**src/rtl/duck_sprite_fetch.sv**
```systemverilog
// Duck sprite fetch: bounding-box test, sprite ROM addressing and FLY/HIT/FALL animation FSM.
// Optional macro DUCK_SCALE2_EN doubles the on-screen box so each texel covers 2x2 pixels.
module duck_sprite_fetch #(
    parameter int SPR_W      = 32,
    parameter int SPR_H      = 32,
    parameter int NUM_FRAMES = 6,
    parameter int FRAME_DIV  = 4,
    parameter int HIT_HOLD   = 30,
    parameter int ADDR_W     = 13
) (
    input  logic              Clk,
    input  logic              Reset,
    input  logic [9:0]        DrawX,
    input  logic [9:0]        DrawY,
    input  logic              vs,
    input  logic [9:0]        duck_x,
    input  logic [9:0]        duck_y,
    input  logic              face_left,
    input  logic              shot_hit,
    input  logic              respawn,
    output logic [ADDR_W-1:0] rom_addr,
    input  logic [3:0]        rom_data,
    output logic [3:0]        palette_index,
    output logic              sprite_on,
    output logic [1:0]        anim_state
);

    localparam int CW = (SPR_W > 1) ? $clog2(SPR_W) : 1;
    localparam int RW = (SPR_H > 1) ? $clog2(SPR_H) : 1;
    localparam int FW = (NUM_FRAMES > 1) ? $clog2(NUM_FRAMES) : 1;
    localparam int DW = (FRAME_DIV > 1) ? $clog2(FRAME_DIV) : 1;
    localparam int HW = (HIT_HOLD > 1) ? $clog2(HIT_HOLD) : 1;
`ifdef DUCK_SCALE2_EN
    localparam int SHIFT = 1;
`else
    localparam int SHIFT = 0;
`endif
    localparam logic [10:0] BOX_W = 11'(SPR_W << SHIFT);
    localparam logic [10:0] BOX_H = 11'(SPR_H << SHIFT);

    typedef enum logic [1:0] {
        ST_FLY  = 2'b00,
        ST_HIT  = 2'b01,
        ST_FALL = 2'b10
    } state_t;

    state_t          state_r, state_s;
    logic [FW-1:0]   frame_r, frame_s;
    logic [DW-1:0]   div_r, div_s;
    logic [HW-1:0]   hold_r, hold_s;
    logic            vs_d_r, tick_r;
    logic            v1_r, v2_r;

    logic [10:0]     draw_x_s, draw_y_s, box_x_s, box_y_s;
    logic [10:0]     dx_s, dy_s, dxs_s, dys_s;
    logic            in_box_s;
    logic [CW-1:0]   col_s;
    logic [ADDR_W-1:0] addr_s;

    // 11-bit arithmetic keeps a box clipped at the right/bottom edge from wrapping
    assign draw_x_s = {1'b0, DrawX};
    assign draw_y_s = {1'b0, DrawY};
    assign box_x_s  = {1'b0, duck_x};
    assign box_y_s  = {1'b0, duck_y};
    assign dx_s     = draw_x_s - box_x_s;
    assign dy_s     = draw_y_s - box_y_s;
    assign dxs_s    = dx_s >> SHIFT;
    assign dys_s    = dy_s >> SHIFT;
    assign in_box_s = (draw_x_s >= box_x_s) && (draw_x_s < (box_x_s + BOX_W)) &&
                      (draw_y_s >= box_y_s) && (draw_y_s < (box_y_s + BOX_H));
    assign col_s    = face_left ? (CW'(SPR_W - 1) - dxs_s[CW-1:0]) : dxs_s[CW-1:0];
    assign addr_s   = ADDR_W'({frame_r, dys_s[RW-1:0], col_s});

    assign anim_state = state_r;

    // Vsync falling-edge detector producing one tick per video frame
    always_ff @(posedge Clk) begin
        if (Reset) begin
            vs_d_r <= 1'b0;
            tick_r <= 1'b0;
        end else begin
            vs_d_r <= vs;
            tick_r <= vs_d_r & ~vs;
        end
    end

    // Animation state registers
    always_ff @(posedge Clk) begin
        if (Reset) begin
            state_r <= ST_FLY;
            frame_r <= '0;
            div_r   <= '0;
            hold_r  <= '0;
        end else begin
            state_r <= state_s;
            frame_r <= frame_s;
            div_r   <= div_s;
            hold_r  <= hold_s;
        end
    end

    // Animation next-state: pulses take priority over, and swallow, a coincident tick
    always_comb begin
        state_s = state_r;
        frame_s = frame_r;
        div_s   = div_r;
        hold_s  = hold_r;
        if (respawn) begin
            state_s = ST_FLY;
            frame_s = FW'(0);
            div_s   = '0;
        end else if (shot_hit && (state_r == ST_FLY)) begin
            state_s = ST_HIT;
            frame_s = FW'(3);
            hold_s  = '0;
        end else if (tick_r) begin
            case (state_r)
                ST_FLY: begin
                    if (div_r == DW'(FRAME_DIV - 1)) begin
                        div_s   = '0;
                        frame_s = (frame_r == FW'(2)) ? FW'(0) : frame_r + FW'(1);
                    end else begin
                        div_s   = div_r + DW'(1);
                    end
                end
                ST_HIT: begin
                    if (hold_r == HW'(HIT_HOLD - 1)) begin
                        state_s = ST_FALL;
                        frame_s = FW'(4);
                        div_s   = '0;
                    end else begin
                        hold_s  = hold_r + HW'(1);
                    end
                end
                ST_FALL: begin
                    if (div_r == DW'(FRAME_DIV - 1)) begin
                        div_s   = '0;
                        frame_s = (frame_r == FW'(4)) ? FW'(5) : FW'(4);
                    end else begin
                        div_s   = div_r + DW'(1);
                    end
                end
                default: begin
                    state_s = ST_FLY;
                    frame_s = FW'(0);
                    div_s   = '0;
                end
            endcase
        end else begin
            state_s = state_r;
        end
    end

    // Pixel pipeline: address stage, ROM wait stage, palette output stage
    always_ff @(posedge Clk) begin
        if (Reset) begin
            rom_addr      <= '0;
            v1_r          <= 1'b0;
            v2_r          <= 1'b0;
            palette_index <= 4'd0;
            sprite_on     <= 1'b0;
        end else begin
            if (in_box_s) begin
                rom_addr <= addr_s;
            end
            v1_r          <= in_box_s;
            v2_r          <= v1_r;
            palette_index <= v2_r ? rom_data : 4'd0;
            sprite_on     <= v2_r && (rom_data != 4'd0);
        end
    end

endmodule

```
**config.mk**
```make
export PLATFORM = sky130hd
export DESIGN_NAME = duck_sprite_fetch
export DESIGN_NICKNAME = d
export VERILOG_FILES = /design/src/rtl/duck_sprite_fetch.sv
export SDC_FILE = /design/constraint.sdc
export NUM_CORES = 1
export LEC_CHECK = 0
export BUFFER_PORTS_ARGS = -buffer_cell sky130_fd_sc_hd__buf_2
export CAP_MARGIN = 20
export CORE_ASPECT_RATIO = 1.1
export CORE_UTILIZATION = 53
export CTS_CLUSTER_DIAMETER = 200
export DETAILED_ROUTE_END_ITERATION = 12
export PLACE_DENSITY = 0.81
export SLEW_MARGIN = 25
export SYNTH_ARGS = -nofsm -noshare
export SYNTH_HDL_FRONTEND = slang
export SYNTH_SLANG_ARGS = --single-unit
```
**constraint.sdc**
```tcl
create_clock -name Clk -period 3.6 [get_ports Clk]
set_input_delay 0.54 -clock Clk [delete_from_list [all_inputs] [get_ports Clk]]
set_output_delay 0.54 -clock Clk [all_outputs]
set_load 0.05 [all_outputs]
```
==> results.ini <==
[run_status]
status=completed

[clock_tree]
clk_pin_slew_ns=0.07
post_cts_buffers=0
cts_tree=built
hold_buffers=0
clock-sinks=34
cts_root_buf=clkbuf_8
clock_latency_ns=0.28
clockBufferDepth=2
cts_inserted_buffers=5
ctsHtreeMaxLevel=2
postCtsResizedCells=0

[routing]
num_vias=2261
dr.pass1.iters=4
routed_wl_um=5120
via_per_inst=5.33
routedWlPerCell_um=12.1
drc=0
antenna_left=0
drt_iter0_drc=75

[power_and_ir_drop]
power_frac_seq_pct=41.7
switching_share_pct=30.1
intPower_uw=659
power_frac_clock_pct=29.8
power_frac_comb_pct=28.5
power.total_uw=943
p_switching_uw=284
p_leak_nw=1.52
p_per_area_nw_per_um2=311
ir_worst_vdd_mv=0.185

[placed_design]
dpl.hpwl_um=4280
postPlaceCellArea_um2=2940
dp_cells=416
gp_congestion=0.780
portBuffers=69

[die]
dieHeight_um=74.8
start_util_pct=54.9
io_pins=70
row_count=26
die_width_um=68.2
fp.dieArea_um2=5100
core_um2=4650

[finish]
nets=458
layout_commonest_cell=buf_2
n_antenna_cell=0
final_cell_mix=buf_2 (69), ha_1 (39), dfxtp_1 (34), inv_1 (28), nand2_1 (27)
area_delta_synth_final_pct=18.7
finalInstanceArea_um2=3030
postLayoutCoreUtil_pct=65.1
final_cells=424
n_fill_cell=404
drive_gt1_share_pct=23.6

[hold_path]
min-delay-start=vs
hold_end=tick_r
hold_depth=2
hp-class=in -> reg

[timing]
slew_headroom_pct=62.3
timing.fmax_ghz=0.362
rsz0062_at_grt=no
tightest_slew_ns=0.563
tns_ns=0
drv_slew=0
finalClockSkew_ns=0.00427
timing.final.crit_share_pct=76.8
hold_viol_final=0
setup_viol=0
fin_crit_ns=2.76

[yosys]
ys_types=49
synth_ff_type=dfxtp_1
synth_edf_count=0
syn_avg_cell_area_um2=8.60
synthCells=297
async_flop_share_pct=0
syn-cell-area_um2=2550
ys_seq_elements=34
ys_warn_count=0
synth_seq_area_share_pct=26.7
syn_nets=388

[setup_path]
criticalPathCategory=in -> reg
worst_ep_arrival_time_ns=2.93
cp-start-kind=primary input
crit_path_max_fanout=8
timing.rr.end=hold_r[4]
r2r_cells=7
r2r_slack_ns=1.76
r2r-start=anim_state[0]
critPathCaptureType=register
cp.required_ns=3.76

[grt]
grt_max_degree=20
grt_pass1_wl_um=8610
grt_pass1_vias=2154
track_usage_pct=22.1
grt_overflow=0
antenna_found_initial=0

[run]
maxCapViolations=0

==> metal layers <==
| metal | part of all wire [%] | GRT usage [%] | up-vias | routed length (um) |
|---|---|---|---|---|
| met3 | 4.5 | 4.85 | 15 | 229 |
| met2 | 48 | 39.0 | 57 | 2470 |
| met1 | 45 | 24.3 | 1029 | 2280 |
| met5 | 0 | 0 | - | 0 |
| met4 | 2.6 | 11.8 | 0 | 133 |
| li1 | - | - | 1160 | - |
==> power groups by stage <==
stage               sequential (mW)  combinational (mW)  clock, mW
global route                  0.394               0.304      0.303
floorplan                     0.425               0.169          0
detailed placement            0.401               0.268          0
global placement              0.401               0.262          0
CTS                           0.393               0.271      0.289
finish                        0.393               0.269      0.281
==> kinds of logic (layout without fill, tap and decap cells) <==
| kind of cell | after synthesis | after routing | share of synthesized area [%] |
|---|---|---|---|
| AOI/OAI and AO/OA | 50 | 50 | 12.5 |
| xor gates and xnor gates | 20 | 20 | 6.86 |
| adders and majority gates | 41 | 41 | 20.7 |
| buffers and inverters | 35 | 106 | 5.44 |
| DFF | 34 | 34 | 26.7 |
| muxes | 14 | 14 | 5.98 |
| and+or+nand+nor | 103 | 103 | 21.9 |
==> synthesized netlist by cell type, types with 3 or more instances <==
library cell	count	area, um2
nand4_1	5	31.3
dfxtp_1	34	681
nand2_1	27	101
xnor2_1	16	140
a31oi_1	3	18.8
clkbuf_1	5	18.8
nand3_1	7	35.0
mux2i_1	10	100
nor2b_1	14	87.6
nor2_1	21	78.8
xor2_1	4	35.0
and2_1	4	25.0
a21o_1	5	37.5
o21ai_0	13	65.1
ha_1	39	488
a21oi_1	14	70.1
nor3_1	5	25.0
inv_1	28	105
==> worst max-delay path by stage <==
| stage | slack (ns) | from | to | cells past startpoint |
|---|---|---|---|---|
| finish | 0.84 | DrawX[0] | rom_addr[2] | 9 |
| global route | 0.74 | duck_y[7] | rom_addr[2] | 10 |
| CTS | 0.86 | DrawX[0] | rom_addr[2] | 9 |
| detailed placement | 0.57 | DrawX[0] | rom_addr[2] | 9 |
| global placement | 0.64 | DrawX[0] | rom_addr[2] | 9 |
| floorplan | 0.91 | DrawX[0] | rom_addr[2] | 9 |
==> cell type report <==
| class | count | area, um2 | area share [%] |
|---|---|---|---|
| well taps | 56 | 70.1 | 2.31 |
| multi-input cells | 228 | 1730 | 57.2 |
| clock buffers | 7 | 86.3 | 2.85 |
| clock inverters | 1 | 5.00 | 0.165 |
| flip-flops and latches | 34 | 681 | 22.5 |
| inverters | 29 | 109 | 3.59 |
| repair buffers | 69 | 345 | 11.4 |
==> critical path, stage by stage <==
cell and delay, ns:
buf_2 0.07, inv_1 0.03, ha_1 0.21, fa_1 0.41, o21ai_1 0.23, a221o_1 0.18
a31oi_1 0.13, or4b_1 0.73, mux2_4 0.38
==> registers in the layout (all words and copies together), names as in the netlist <==
name	count
hold_r	5
anim_state	2
palette_index	4
tick_r	1
div_r	2
v1_r	1
sprite_on	1
v2_r	1
rom_addr	13
vs_d_r	1
frame_r	3
==> per-stage QoR <==
| stage | worst slack (ns) | hold slack (ns) |
|---|---|---|
| 3_3_place_gp | 0.637 | 0.433 |
| 3_5_place_dp | 0.571 | 0.443 |
| 5_1_grt | 0.736 | 0.439 |
| 4_1_cts | 0.862 | 0.422 |
| 2_1_floorplan | 0.910 | 0.414 |
| 6_report | 0.835 | 0.430 |
Note: power is estimated with default switching activity, not from simulation.
